**config.mk**
```make
export PLATFORM = sky130hd
export DESIGN_NAME = regfile_wb_arbiter
export DESIGN_NICKNAME = d
export VERILOG_FILES = /design/src/rtl/wb_pkg.sv /design/src/rtl/wb_lq_fifo.sv /design/src/rtl/regfile_wb_arbiter.sv
export SDC_FILE = /design/constraint.sdc
export NUM_CORES = 1
export LEC_CHECK = 0
export BUFFER_PORTS_ARGS = -buffer_cell sky130_fd_sc_hd__buf_2
export CORE_MARGIN = 8
export CORE_UTILIZATION = 60
export DETAILED_ROUTE_END_ITERATION = 8
export PLACE_DENSITY = 0.92
export SLEW_MARGIN = 25
export SYNTH_ARGS = -nofsm -noshare
export SYNTH_HDL_FRONTEND = slang
export SYNTH_SLANG_ARGS = --single-unit
```
**constraint.sdc**
```tcl
create_clock -name clk -period 3.5 [get_ports clk]
set_input_delay 0.7 -clock clk [delete_from_list [all_inputs] [get_ports clk]]
set_output_delay 0.7 -clock clk [all_outputs]
set_load 0.01 [all_outputs]
```
**src/rtl/wb_pkg.sv**
```systemverilog
// Shared types for the regfile writeback arbiter: register index, writeback request, arbiter state.
package wb_pkg;

    localparam int XLEN = 32;
    localparam int AW   = 5;

    typedef logic [AW-1:0] reg_idx_t;

    typedef struct packed {
        reg_idx_t        rd;
        logic [XLEN-1:0] data;
    } wb_req_t;

    typedef enum logic {
        ARB_ALU = 1'b0,
        ARB_LSU = 1'b1
    } arb_state_e;

endpackage

```
**src/rtl/wb_lq_fifo.sv**
```systemverilog
// Load queue: DEPTH-entry synchronous FIFO of writeback requests.
// Latency: push visible at head one cycle later; no bypass.
// Backpressure: full_o from registered count; a push while full is dropped, even alongside a pop.
module wb_lq_fifo
    import wb_pkg::*;
#(
    parameter int DEPTH = 4
) (
    input  logic    clk,
    input  logic    nrst,
    input  logic    push_i,
    input  wb_req_t push_dat_i,
    input  logic    pop_i,
    output logic    full_o,
    output logic    empty_o,
    output wb_req_t head_o
);

    localparam int PW = $clog2(DEPTH);

    wb_req_t       mem_q [DEPTH];
    logic [PW-1:0] wr_ptr_q, wr_ptr_d;
    logic [PW-1:0] rd_ptr_q, rd_ptr_d;
    logic [PW:0]   count_q,  count_d;
    logic          do_push;
    logic          do_pop;

    assign full_o  = (count_q == (PW+1)'(DEPTH));
    assign empty_o = (count_q == '0);
    assign head_o  = mem_q[rd_ptr_q];
    assign do_push = push_i && !full_o;
    assign do_pop  = pop_i && !empty_o;

    // Pointers are exactly PW bits so they wrap on their own at DEPTH.
    always_comb begin
        wr_ptr_d = wr_ptr_q;
        rd_ptr_d = rd_ptr_q;
        count_d  = count_q;
        if (do_push) wr_ptr_d = wr_ptr_q + PW'(1);
        if (do_pop)  rd_ptr_d = rd_ptr_q + PW'(1);
        count_d = count_q + (PW+1)'(do_push) - (PW+1)'(do_pop);
    end

    always_ff @(posedge clk) begin
        if (!nrst) begin
            wr_ptr_q <= '0;
            rd_ptr_q <= '0;
            count_q  <= '0;
        end else begin
            wr_ptr_q <= wr_ptr_d;
            rd_ptr_q <= rd_ptr_d;
            count_q  <= count_d;
        end
    end

    always_ff @(posedge clk) begin
        if (do_push) mem_q[wr_ptr_q] <= push_dat_i;
    end

endmodule

```
**src/rtl/regfile_wb_arbiter.sv**
```systemverilog
// Merges ALU and load-return writebacks onto one registered regfile write port (RF_WB_FWD_EN adds forward taps).
// Latency: ALU accept -> rf_wen next cycle; load accept -> rf_wen two cycles later at minimum.
// Backpressure: alu_ready only when granted; lsu_ready while the load queue is not full.
module regfile_wb_arbiter
    import wb_pkg::*;
#(
    parameter int LQ_DEPTH   = 4,
    parameter int STARVE_MAX = 3
) (
    input  logic            clk,
    input  logic            nrst,
    input  logic            alu_valid,
    output logic            alu_ready,
    input  logic [AW-1:0]   alu_rd,
    input  logic [XLEN-1:0] alu_data,
    input  logic            lsu_valid,
    output logic            lsu_ready,
    input  logic [AW-1:0]   lsu_rd,
    input  logic [XLEN-1:0] lsu_data,
    output logic            rf_wen,
    output logic [AW-1:0]   rf_waddr,
    output logic [XLEN-1:0] rf_wdata,
    output logic            busy
`ifdef RF_WB_FWD_EN
    ,
    input  logic [AW-1:0]   fwd_raddr1,
    input  logic [AW-1:0]   fwd_raddr2,
    output logic            fwd_hit1,
    output logic            fwd_hit2,
    output logic [XLEN-1:0] fwd_data1,
    output logic [XLEN-1:0] fwd_data2
`endif
);

    localparam int SW = $clog2(STARVE_MAX + 1);

    arb_state_e      state_q, state_d;
    logic [SW-1:0]   starve_q, starve_d;
    logic            lq_full, lq_empty, lq_push, lq_req;
    wb_req_t         lq_head, lsu_req;
    logic            grant_alu, grant_lq;
    logic            rf_wen_q, rf_wen_d;
    reg_idx_t        rf_waddr_q, rf_waddr_d;
    logic [XLEN-1:0] rf_wdata_q, rf_wdata_d;

    assign lsu_ready = nrst && !lq_full;
    assign lq_push   = lsu_valid && lsu_ready;
    assign lq_req    = !lq_empty;
    assign lsu_req   = '{rd: lsu_rd, data: lsu_data};

    wb_lq_fifo #(.DEPTH(LQ_DEPTH)) u_lq (
        .clk        (clk),
        .nrst       (nrst),
        .push_i     (lq_push),
        .push_dat_i (lsu_req),
        .pop_i      (grant_lq),
        .full_o     (lq_full),
        .empty_o    (lq_empty),
        .head_o     (lq_head)
    );

    always_ff @(posedge clk) begin
        if (!nrst) begin
            state_q  <= ARB_ALU;
            starve_q <= '0;
        end else begin
            state_q  <= state_d;
            starve_q <= starve_d;
        end
    end

    // Only LQ losses to the ALU while in ARB_ALU count toward starvation.
    always_comb begin
        state_d  = state_q;
        starve_d = starve_q;
        if (grant_lq) begin
            starve_d = '0;
            state_d  = ARB_ALU;
        end else if (state_q == ARB_ALU && lq_req && grant_alu) begin
            starve_d = starve_q + SW'(1);
            if (starve_d == SW'(STARVE_MAX)) state_d = ARB_LSU;
        end
    end

    always_comb begin
        grant_lq  = 1'b0;
        grant_alu = 1'b0;
        if (nrst) begin
            if (lq_req && (!alu_valid || state_q == ARB_LSU)) grant_lq  = 1'b1;
            else if (alu_valid)                              grant_alu = 1'b1;
        end
    end

    assign alu_ready = grant_alu;

    always_comb begin
        rf_wen_d   = 1'b0;
        rf_waddr_d = rf_waddr_q;
        rf_wdata_d = rf_wdata_q;
        if (grant_lq) begin
            rf_wen_d   = (lq_head.rd != '0);
            rf_waddr_d = lq_head.rd;
            rf_wdata_d = lq_head.data;
        end else if (grant_alu) begin
            rf_wen_d   = (alu_rd != '0);
            rf_waddr_d = alu_rd;
            rf_wdata_d = alu_data;
        end
    end

    always_ff @(posedge clk) begin
        if (!nrst) begin
            rf_wen_q   <= 1'b0;
            rf_waddr_q <= '0;
            rf_wdata_q <= '0;
        end else begin
            rf_wen_q   <= rf_wen_d;
            rf_waddr_q <= rf_waddr_d;
            rf_wdata_q <= rf_wdata_d;
        end
    end

    assign rf_wen   = rf_wen_q;
    assign rf_waddr = rf_waddr_q;
    assign rf_wdata = rf_wdata_q;
    assign busy     = lq_req || rf_wen_q;

`ifdef RF_WB_FWD_EN
    // Lets readers in the write cycle see the value the regfile is about to store.
    assign fwd_hit1  = rf_wen_q && (fwd_raddr1 == rf_waddr_q) && (fwd_raddr1 != '0);
    assign fwd_hit2  = rf_wen_q && (fwd_raddr2 == rf_waddr_q) && (fwd_raddr2 != '0);
    assign fwd_data1 = rf_wdata_q;
    assign fwd_data2 = rf_wdata_q;
`endif

endmodule

```
**Word level (Yosys, flattened, before mapping)**

Memories as Yosys holds them, arrays and structs flattened. A register that Yosys moved wholly into a read port is not among the register bits.
Index checks and enable logic that the tools add are counted.

- Register bits: 48
- Memory bits (writable): 148
- Memories: 1

Memory list:

| memory | words | bits a word | rd ports | clocked after Yosys merged registers in | write ports | line | source |
|---|---|---|---|---|---|---|---|
| u_lq.mem_q | 4 | 37 | 1 | 1 | 1 | wb_lq_fifo.sv:21 | `wb_req_t mem_q [DEPTH];` |

- Add/sub/neg operators: 5
- Equality and inequality tests: 2
- Muxes and demuxes: 15
- Bitwise logic cells: 2
- Reduce and logical (&&, ||, !) cells: 18

Operators by type and width:

| cell | count |
|---|---|
| 32-bit 2-to-1 mux | 2 |
| 5-bit 2-to-1 mux | 2 |
| 5-bit nonzero test | 2 |
| 1-bit 2-to-1 mux | 9 |
| 1-bit logical AND | 7 |
| 2-bit by 1-bit adder with 2-bit output, second input constant | 3 |
| 2-bit 2-to-1 mux | 2 |
| 3-bit by 1-bit adder with 3-bit output | 1 |
| 3-bit == test, second input constant | 1 |
| 1-bit zero test | 3 |
| 3-bit zero test | 1 |
| 3-bit by 1-bit subtractor with 3-bit output | 1 |
| 2-bit == test, second input constant | 1 |
| 1-bit logical OR | 2 |
| 1-bit inverter | 2 |
| 2-bit AND reduction | 1 |
| 2-bit nonzero test | 1 |
| 2-bit OR reduction | 1 |

**Longest topological paths before layout**

Gate-level depths: netlist (run 1).

- Word-level depth: 8
- Depth in mapped cells: 10
- Gate-level depth less buffers: 9

**Hierarchy**

Synthesis (run 1) repeated with hierarchy kept, for this count alone.

- Cell total of the unflattened synthesis: 489
- Area, all modules: 7897.6 µm²

By module, submodules not included:

| module | instances | cells an instance | area an instance (µm²) | sequential area each (µm²) |
|---|---|---|---|---|
| wb_lq_fifo | 1 | 244 | 5880.6 | 4624.4 |
| regfile_wb_arbiter | 1 | 245 | 2016.9 | 820.8 |

**Worst setup path after synthesis (run 1)**

Ideal clock, no wire load.

- Kind: in2reg
- Start: in lsu_valid
- End: mem u_lq.mem_q[0][0] (netlist bit), enable pin
- Library setup time: 0.398 ns
- Arrival: 2.084 ns
- Setup slack: 1.018 ns
- Stages: 3
- Path buffers: 0
- Path through: inv_1 a211oi_2 and2_1

- Cells in the longest elaborated chain, start to end: 4

RTL lines:

| item | line | source |
|---|---|---|
| start: declaration | regfile_wb_arbiter.sv:16 | `input logic lsu_valid,` |
| 1-bit logical AND | regfile_wb_arbiter.sv:47 | `assign lq_push = lsu_valid && lsu_ready;` |
| 1-bit logical AND | wb_lq_fifo.sv:31 | `assign do_push = push_i && !full_o;` |
| 1-bit 2-to-1 mux | wb_lq_fifo.sv:57 | `if (do_push) mem_q[wr_ptr_q] <= push_dat_i;` |
| 1-bit 2-to-1 mux (implied by the code) | wb_lq_fifo.sv:57 |  |
| end: declaration | wb_lq_fifo.sv:21 |  |

Every way passes these cells.

**Worst setup path after layout (run 1)**

- Start: in nrst
- End: out alu_ready

- Cells in the longest elaborated chain, start to end: 1

RTL lines:

| item | line | source |
|---|---|---|
| start: declaration | regfile_wb_arbiter.sv:11 | `input logic nrst,` |
| 1-bit 2-to-1 mux | regfile_wb_arbiter.sv:88 | `if (nrst) begin` |
| end: declaration | regfile_wb_arbiter.sv:13 | `output logic alu_ready,` |

Every way passes these cells.

==> results_dict.tcl, run 1 <==
set metrics [dict create \
    yosysWarnings 0 \
    peakVddDrop_mv 0.5116 \
    final_hold_viol_count 0 \
    relSlewSlack_pct 49.12 \
    first_iter_violations 320 \
    first_global_vias 4753 \
    reg2reg_from "u_lq.count_q[1]" \
    layout.nets 641 \
    syn-mean-instance-area_um2 17.50 \
    dieArea_um2 16450 \
    gp_congestion 0.7403 \
    syn_inst 432 \
    async_flop_share_pct 0 \
    die_y_um 128.2 \
    fin_crit_ps 2717 \
    fin_tns_setup_ps 0 \
    finalMaxSlewViolations 0 \
    dp_hpwl_um 10980 \
    initial_core_util_pct 60.64 \
    period_share_pct 77.63 \
    crit_type "in2out" \
    drcViolationCount 0 \
    grt_pass1_wl_um 25980 \
    multi_input_area_um2 1961 \
    crit_path_end_kind "primary output" \
    required_ps 2800 \
    layout_common_cells "148 x edfxtp_1, 118 x buf_2, 48 x dfxtp_1, 40 x a21oi_1, 38 x o21ai_0" \
    ys_seq_elements 198 \
    pre_cts_slack_ps 743.0 \
    cts_tree "yes" \
    n_fill_cell 766 \
    clock-root-buffer "clkbuf_16" \
    max_cap_violations 0 \
    cts_resized 0 \
    vias 4413 \
    power_uw 6052 \
    clock-sinks 198 \
    grt_max_degree 78 \
    rrSetupSlack_ps 1210 \
    timing.hold.ws_ps 480.8 \
    grt_use_met2_pct 35.78 \
    gr-usage-met3_pct 8.195 \
    final_layout_size_suffix_gt1_share_pct 36.27 \
    drt-wirelength-per-cell_um 23.15 \
    grt_busiest_layer "met2" \
    synth.distinct_cells 29 \
    coreArea_um2 12470 \
    setup_viol 0 \
    place_area_um2 8368 \
    cts.reportedPaths.clkPinSlew_ps 70 \
    ant_nets 0 \
    p_leak_uw 0.003198 \
    synth_edf_count 148 \
    worst-endpoint-arrival_ps 2020 \
    numCtsBuffers 17 \
    firstDrtPassIters 4 \
    syn_area_um2 7560 \
    layout_commonest_cell "edfxtp_1" \
    endpoint "alu_ready" \
    crit_start "nrst" \
    hold_buffers 0 \
    min_path_type "in2reg" \
    syn_to_final_growth_pct 18.01 \
    ff_latch_area_um2 5448 \
    io_pins 119 \
    tightestPinTransition_ps 763.2 \
    io_buffers 118 \
    design_area_um2 8921 \
    grt-ovfl-total 0 \
    track_usage_pct 21.79 \
    rsz0062_at_grt "false" \
    finClkSkew_ps 10.06 \
    path_max_fanout 41 \
    cellPowerDensity_nw_per_um2 678.4 \
    syn_nets 518 \
    fmax_mhz 368.0 \
    status "complete, no violations" \
    row_count 41 \
    seq_area_frac_synth_pct 72.03 \
    clk_path_buf_depth 2 \
    ys.flop_type "edfxtp_1" \
    grt_use_met1_pct 24.19 \
    antenna_found_initial 4 \
    crit_path_start_kind "input port" \
    insertion_delay_ps 440 \
    r2r_cells 4 \
    fin_ws_ps 782.8 \
    vias_per_cell 5.947 \
    cts_max_level 4 \
    wirelength_um 17180 \
    r2r_end "u_lq.mem_q[2][17]" \
    die_w_um 128.2 \
    cts_setup_buffers 0 \
]
worst max-delay path, stage by stage:
cell	delay [ps]
buf_2	90
buf_4	360
nand2_1	160
a21oi_4	460
buf_2	240
report_power, final:
part	switching [uW]	internal (uW)	leakage [uW]	total, uW
logic	677	593	0.00117	1270
clock network	829	990	0.000271	1820
registers	178	2780	0.00176	2960
cell usage after synthesis, types with 2 or more instances:
master | instances | area share, %
edfxtp_1 | 148 | 59
dfxtp_1 | 50 | 13
a21oi_1 | 40 | 2.6
o21ai_0 | 38 | 2.5
mux2i_1 | 37 | 4.9
mux4_2 | 37 | 11
clkbuf_1 | 14 | 0.70
nor2_1 | 10 | 0.50
inv_1 | 9 | 0.45
ha_1 | 7 | 1.2
and2_1 | 6 | 0.50
buf_2 | 5 | 0.33
nand2_1 | 4 | 0.20
xnor2_1 | 4 | 0.46
nor3_1 | 3 | 0.20
buf_4 | 2 | 0.20
buf_6 | 2 | 0.30
nand2b_1 | 2 | 0.17
o31ai_1 | 2 | 0.20
or4_1 | 2 | 0.20
xor2_1 | 2 | 0.23
registers in the layout, indices dropped and copies added, names as in the netlist, named ones only:
register	flops
rf_waddr	5
rf_wen	1
u_lq.wr_ptr_q	2
u_lq.mem_q	148
starve_q	2
u_lq.rd_ptr_q	2
rf_wdata	32
state_q	1
u_lq.count_q	3
metrics by stage:
stage	instances	util, %
final	742	71.56
after global routing	741	71.54
after CTS	740	71.52
after detailed placement	708	67.13
after global placement	708	67.13
after floorplan	432	-
cell families after synthesis:
family                     synth area share (%)
DFF                                       72.03
AOI/OAI and AO/OA                         5.644
muxes                                     15.92
buffers and inverters                     2.234
and+or+nand+nor                           2.052
adders and majority gates                 1.423
xor gates and xnor gates                 0.6951
worst min path at each step:
stage / from / end / depth (start not counted)
floorplan: starve_q[1] / starve_q[1] / 2
global placement: starve_q[1] / starve_q[1] / 2
detailed placement: u_lq.rd_ptr_q[1] / flop / 2
CTS: lsu_rd[2] / u_lq.mem_q[0][34] / 1
global route: lsu_rd[2] / u_lq.mem_q[1][34] / 1
finish: lsu_rd[2] / u_lq.mem_q[2][34] / 1
routing by layer:
| metal | vias up | part of all wire (%) |
|---|---|---|
| li1 | 1943 | - |
| met2 | 218 | 52 |
| met3 | 44 | 9.2 |
| met4 | 4 | 3.4 |
| met1 | 2204 | 36 |
| met5 | - | 0.15 |
layout make-up:
cell class                      instances  share of cell area (%)
Antenna cell                            2                 0.05610
Clock buffer                           18                   4.923
Clock inverter                         14                   1.220
Inverter                                9                  0.3787
Multi-Input combinational cell        200                   21.98
Sequential cell                       198                   61.07
Tap cell                              172                   2.412
Timing Repair Buffer                  129                   7.966
Note: power is estimated with default switching activity, not from simulation.
==> inputs of run 2 (changes only) <==
--- a/config.mk
+++ b/config.mk
@@ -7,9 +7,9 @@
 export LEC_CHECK = 0
 export BUFFER_PORTS_ARGS = -buffer_cell sky130_fd_sc_hd__buf_2
 export CORE_MARGIN = 8
-export CORE_UTILIZATION = 60
+export CORE_UTILIZATION = 51
 export DETAILED_ROUTE_END_ITERATION = 8
-export PLACE_DENSITY = 0.92
+export PLACE_DENSITY = 0.84
 export SLEW_MARGIN = 25
 export SYNTH_ARGS = -nofsm -noshare
 export SYNTH_HDL_FRONTEND = slang
==> constraint.sdc (replaced) <==
create_clock -name clk -period 2.21 [get_ports clk]
set_input_delay 0.442 -clock clk [delete_from_list [all_inputs] [get_ports clk]]
set_output_delay 0.442 -clock clk [all_outputs]
set_load 0.01 [all_outputs]
==> results_dict.tcl, run 2 (same netlist as run 1, synthesis figures left out) <==
set metrics [dict create \
    ant_nets 0 \
    wirelength_um 15890 \
    fin_crit_ps 2112 \
    initial_core_util_pct 52.01 \
    dp_hpwl_um 10420 \
    grt-ovfl-total 0 \
    crit_path_start_kind "flop" \
    path_max_fanout 5 \
    tightestPinTransition_ps 764.2 \
    cts_resized 0 \
    finalMaxSlewViolations 0 \
    post-route-util_pct 62.18 \
    rsz0062_at_grt "false" \
    vias 4170 \
    cts_max_level 4 \
    power_uw 9629 \
    cellPowerDensity_nw_per_um2 1065 \
    clock-root-buffer "clkbuf_16" \
    numCtsBuffers 17 \
    syn_to_final_growth_pct 19.55 \
    drcViolationCount 0 \
    vias_per_cell 5.472 \
    die_w_um 137.8 \
    crit_type "reg2reg" \
    place_area_um2 8471 \
    coreArea_um2 14530 \
    required_ps 2530 \
    cts_tree "yes" \
    grt_max_degree 78 \
    antenna_found_initial 0 \
    n_fill_cell 1072 \
    layout.nets 651 \
    timing.hold.ws_ps 222.0 \
    worst-endpoint-arrival_ps 2430 \
    dieArea_um2 18980 \
    row_count 44 \
    gp_congestion 0.8027 \
    fin_ws_ps 98.02 \
    cts.reportedPaths.clkPinSlew_ps 70 \
    design_area_um2 9037 \
    peakVddDrop_mv 0.5702 \
    track_usage_pct 17.42 \
    min_path_type "in2reg" \
    status "complete, no violations" \
    fmax_mhz 473.5 \
    final_layout_size_suffix_gt1_share_pct 37.02 \
    pre_cts_slack_ps 108.6 \
    max_cap_violations 0 \
    period_share_pct 95.56 \
    p_leak_uw 0.003247 \
    crit_path_end_kind "flop" \
    io_pins 119 \
    insertion_delay_ps 430 \
    grt_pass1_wl_um 24360 \
    antenna_cells 0 \
    io_buffers 118 \
    cts_setup_buffers 0 \
    layout_commonest_cell "edfxtp_1" \
    clk_path_buf_depth 2 \
    layout_common_cells "148 x edfxtp_1, 118 x buf_2, 48 x dfxtp_1, 40 x a21oi_1, 38 x o21ai_0" \
    die_y_um 137.8 \
    setup_viol 0 \
    first_iter_violations 314 \
    clock-sinks 198 \
    first_global_vias 4550 \
    relSlewSlack_pct 49.05 \
    firstDrtPassIters 4 \
    final_hold_viol_count 0 \
    largest-register "u_lq.mem_q" \
    largest_reg_flops 148 \
    hold_buffers 0 \
    drt-wirelength-per-cell_um 20.85 \
    finClkSkew_ps 9.242 \
]
[run 2: cell count changes in the layout (fill, tap and decap cells not counted)]
| cell | change |
|---|---|
| buf_4 | +9 |
| clkinv_2 | -4 |
| clkbuf_1 | +2 |
| clkinv_4 | +2 |
| clkinvlp_4 | +2 |
| diode_2 | -2 |
| inv_6 | -2 |
| buf_12 | +1 |
| bufinv_16 | +1 |
| clkbuf_8 | -1 |
[run 2: layout make-up]
class,instances,area [um2],share of cell area [%]
timing repair buffer,139,798.3,8.833
tap,184,230.2,2.547
clock inverter,13,133.9,1.481
sequential,198,5448,60.28
multi-input combinational,200,1961,21.69
clock buffer,19,432.9,4.790
inverter,9,33.78,0.3738
[run 2: stage by stage]
stage / TNS, ps / cells
6_report: 0 / 762
3_3_place_gp: 0 / 730
3_5_place_dp: 0 / 730
5_1_grt: 0 / 762
4_1_cts: 0 / 762
2_1_floorplan: -5.004 / 432
[run 2: worst paths after layout]
path | startpoint | endpoint | slack (ps) | cells past startpoint
worst max register to register | u_lq.count_q[2] | u_lq.count_q[1] | 100 | 8
worst max-delay path | u_lq.count_q[2] | u_lq.count_q[1] | 100 | 8
worst min-delay path | lsu_data[15] | u_lq.mem_q[2][15] | 220 | 1
worst min register to register | starve_q[1] | starve_q[1] | 520 | 2
[run 2: per-layer routing]
layer  part of all wire (%)  vias up  routed length (um)  global-route usage (%)
met3                    6.2       23                 989                   4.486
li1                       -     1950                   -                       -
met1                     39     2069                6203                   20.71
met2                     53      128                8401                   29.67
met4                    1.9        0                 296                   6.985
met5                      0        -                   0                       0
[run 2: power breakdown]
part	switching (uW)	internal, uW
sequential	226	4410
combinational	1070	983
clock	1280	1660
total	2580	7050
[run 2: worst max-delay path, cell delays in order, from the launching register on]
cell     delay (ps)
dfxtp_1         360
or3_4           440
nand2_2          80
nor2_1           40
ha_1            270
inv_1            40
ha_1            190
fa_1            420
and2_1          160
==> inputs of run 3 (changes only) <==
--- a/config.mk
+++ b/config.mk
@@ -6,6 +6,7 @@
 export NUM_CORES = 1
 export LEC_CHECK = 0
 export BUFFER_PORTS_ARGS = -buffer_cell sky130_fd_sc_hd__buf_2
+export CORE_ASPECT_RATIO = 0.5
 export CORE_MARGIN = 8
 export CORE_UTILIZATION = 51
 export DETAILED_ROUTE_END_ITERATION = 8
==> results_dict.tcl, run 3 (same netlist as run 1, synthesis figures left out) <==
set metrics [dict create \
    status "complete, no violations" \
    crit_path_end_kind "flop" \
    die_w_um 188.2 \
    critPathSlowestCell "or3_4" \
    instances_no_fill 778 \
    fin_ws_ps 111.2 \
    cts.reportedPaths.clkPinSlew_ps 70 \
    power_uw 9588 \
    cellPowerDensity_nw_per_um2 1058 \
    critical_path_buf_inv_count 1 \
    gp_congestion 0.7825 \
    relSlewSlack_pct 50.29 \
    wirelength_um 15310 \
    hold_buffers 0 \
    worst-endpoint-arrival_ps 2410 \
    tightestPinTransition_ps 745.6 \
    clock-root-buffer "clkbuf_16" \
    fmax_mhz 476.5 \
    timing.hold.ws_ps 236.6 \
    pwr-share-clk_pct 30.3 \
    period_share_pct 94.97 \
    row_count 31 \
    cts_max_level 4 \
    fin_crit_ps 2099 \
    crit_type "reg2reg" \
    drcViolationCount 0 \
    comb_power_share_pct 21.5 \
    peakVddDrop_mv 0.5919 \
    final_layout_size_suffix_gt1_share_pct 37.65 \
    slowest_delay_ps 420 \
    max_cap_violations 0 \
    cts_tree "yes" \
    drt-wirelength-per-cell_um 19.68 \
    io_buffers 118 \
    path_max_fanout 5 \
    grt-ovfl-total 0 \
    first_iter_violations 348 \
    grt_pass1_wl_um 24040 \
    grt_max_degree 78 \
    min_path_type "in2reg" \
    numCtsBuffers 17 \
    finalMaxSlewViolations 0 \
    p_leak_uw 0.003254 \
    io_pins 119 \
    required_ps 2520 \
    coreArea_um2 14470 \
    layout.nets 652 \
    rsz0062_at_grt "false" \
    n_fill_cell 1037 \
    crit_path_start_kind "flop" \
    largest_reg_flops 148 \
    layout_common_cells "148 x edfxtp_1, 118 x buf_2, 47 x dfxtp_1, 40 x a21oi_1, 38 x o21ai_0" \
    dieArea_um2 19210 \
    initial_core_util_pct 52.25 \
    dp_hpwl_um 10180 \
    seqPwrFrac_pct 48.2 \
    ant_nets 0 \
    insertion_delay_ps 420 \
    setup_viol 0 \
    antenna_found_initial 1 \
    critPathTopFamily "adder cells" \
    die_y_um 102.1 \
    vias_per_cell 5.405 \
    track_usage_pct 16.30 \
    firstDrtPassIters 4 \
    vias 4205 \
    switching_share_pct 27.39 \
    p_int_uw 6962 \
    dp.cells 744 \
    first_global_vias 4523 \
    finClkSkew_ps 9.442 \
    pre_cts_slack_ps 107.3 \
    clk_path_buf_depth 2 \
    p_sw_uw 2626 \
    syn_to_final_growth_pct 19.91 \
    final_hold_viol_count 0 \
    clock-sinks 198 \
    layout_commonest_cell "edfxtp_1" \
    largest-register "u_lq.mem_q" \
    crit_chain "or3_4 -> nand2_2 -> nor2_1 -> ha_1 -> inv_1 -> ha_1 -> fa_1 -> xnor2_1 -> nor2_1" \
]
==> run 3: cell count changes in the layout (fill, tap and decap cells not counted), sizes merged <==
cell	before	now
inv	9	14
clkinv	7	4
buf	139	140
bufinv	2	1
clkbuf	19	18
diode	0	1
==> run 3: what timing repair did <==
| action | 4_1_cts | 5_1_grt |
|---|---|---|
| pin swaps | 0 | 0 |
| setup endpoints to repair | 1 | 1 |
| resized for setup | 0 | 1 |
| setup buffers | 1 | 0 |
==> run 3: through the flow <==
step	utilization (%)	TNS [ps]	instance area, um2
after floorplan	-	-5.004	7577
after global placement	58.76	0	8501
after detailed placement	58.76	0	8501
after CTS	62.63	0	9061
after global routing	62.66	0	9065
final	62.66	0	9065
==> run 3: per-layer routing <==
layer,wire (um),GRT usage [%],up-vias
li1,-,-,1956
met1,6315,19.09,2146
met2,8128,29.31,95
met3,706,3.713,8
met4,159,6.438,0
met5,0,0,-
==> run 3: final timing paths <==
check             startpoint          endpoint  slack (ps)  cells after the start
max reg2reg  u_lq.count_q[2]   u_lq.count_q[2]         110                      9
max          u_lq.count_q[2]   u_lq.count_q[2]         110                      9
min              lsu_data[4]  u_lq.mem_q[2][4]         240                      1
min reg2reg      starve_q[1]       starve_q[1]         500                      2
==> run 3: power groups by stage <==
stage                     clock [uW]  sequential, uW  combinational, uW
after floorplan                    0            4740               1330
after global placement             0            4670               2040
after detailed placement           0            4700               2100
after CTS                       2960            4620               2110
after global routing            3120            4670               2270
final                           2900            4620               2070
==> run 3: layout make-up <==
class | instances | area, um2 | area share (%)
antenna | 1 | 2.502 | 0.02761
clock buffer | 18 | 429.2 | 4.734
tap | 198 | 247.7 | 2.733
inverter | 9 | 33.78 | 0.3727
multi-input combinational | 200 | 1961 | 21.63
sequential | 198 | 5449 | 60.11
clock inverter | 14 | 123.9 | 1.366
timing repair buffer | 140 | 818.3 | 9.027
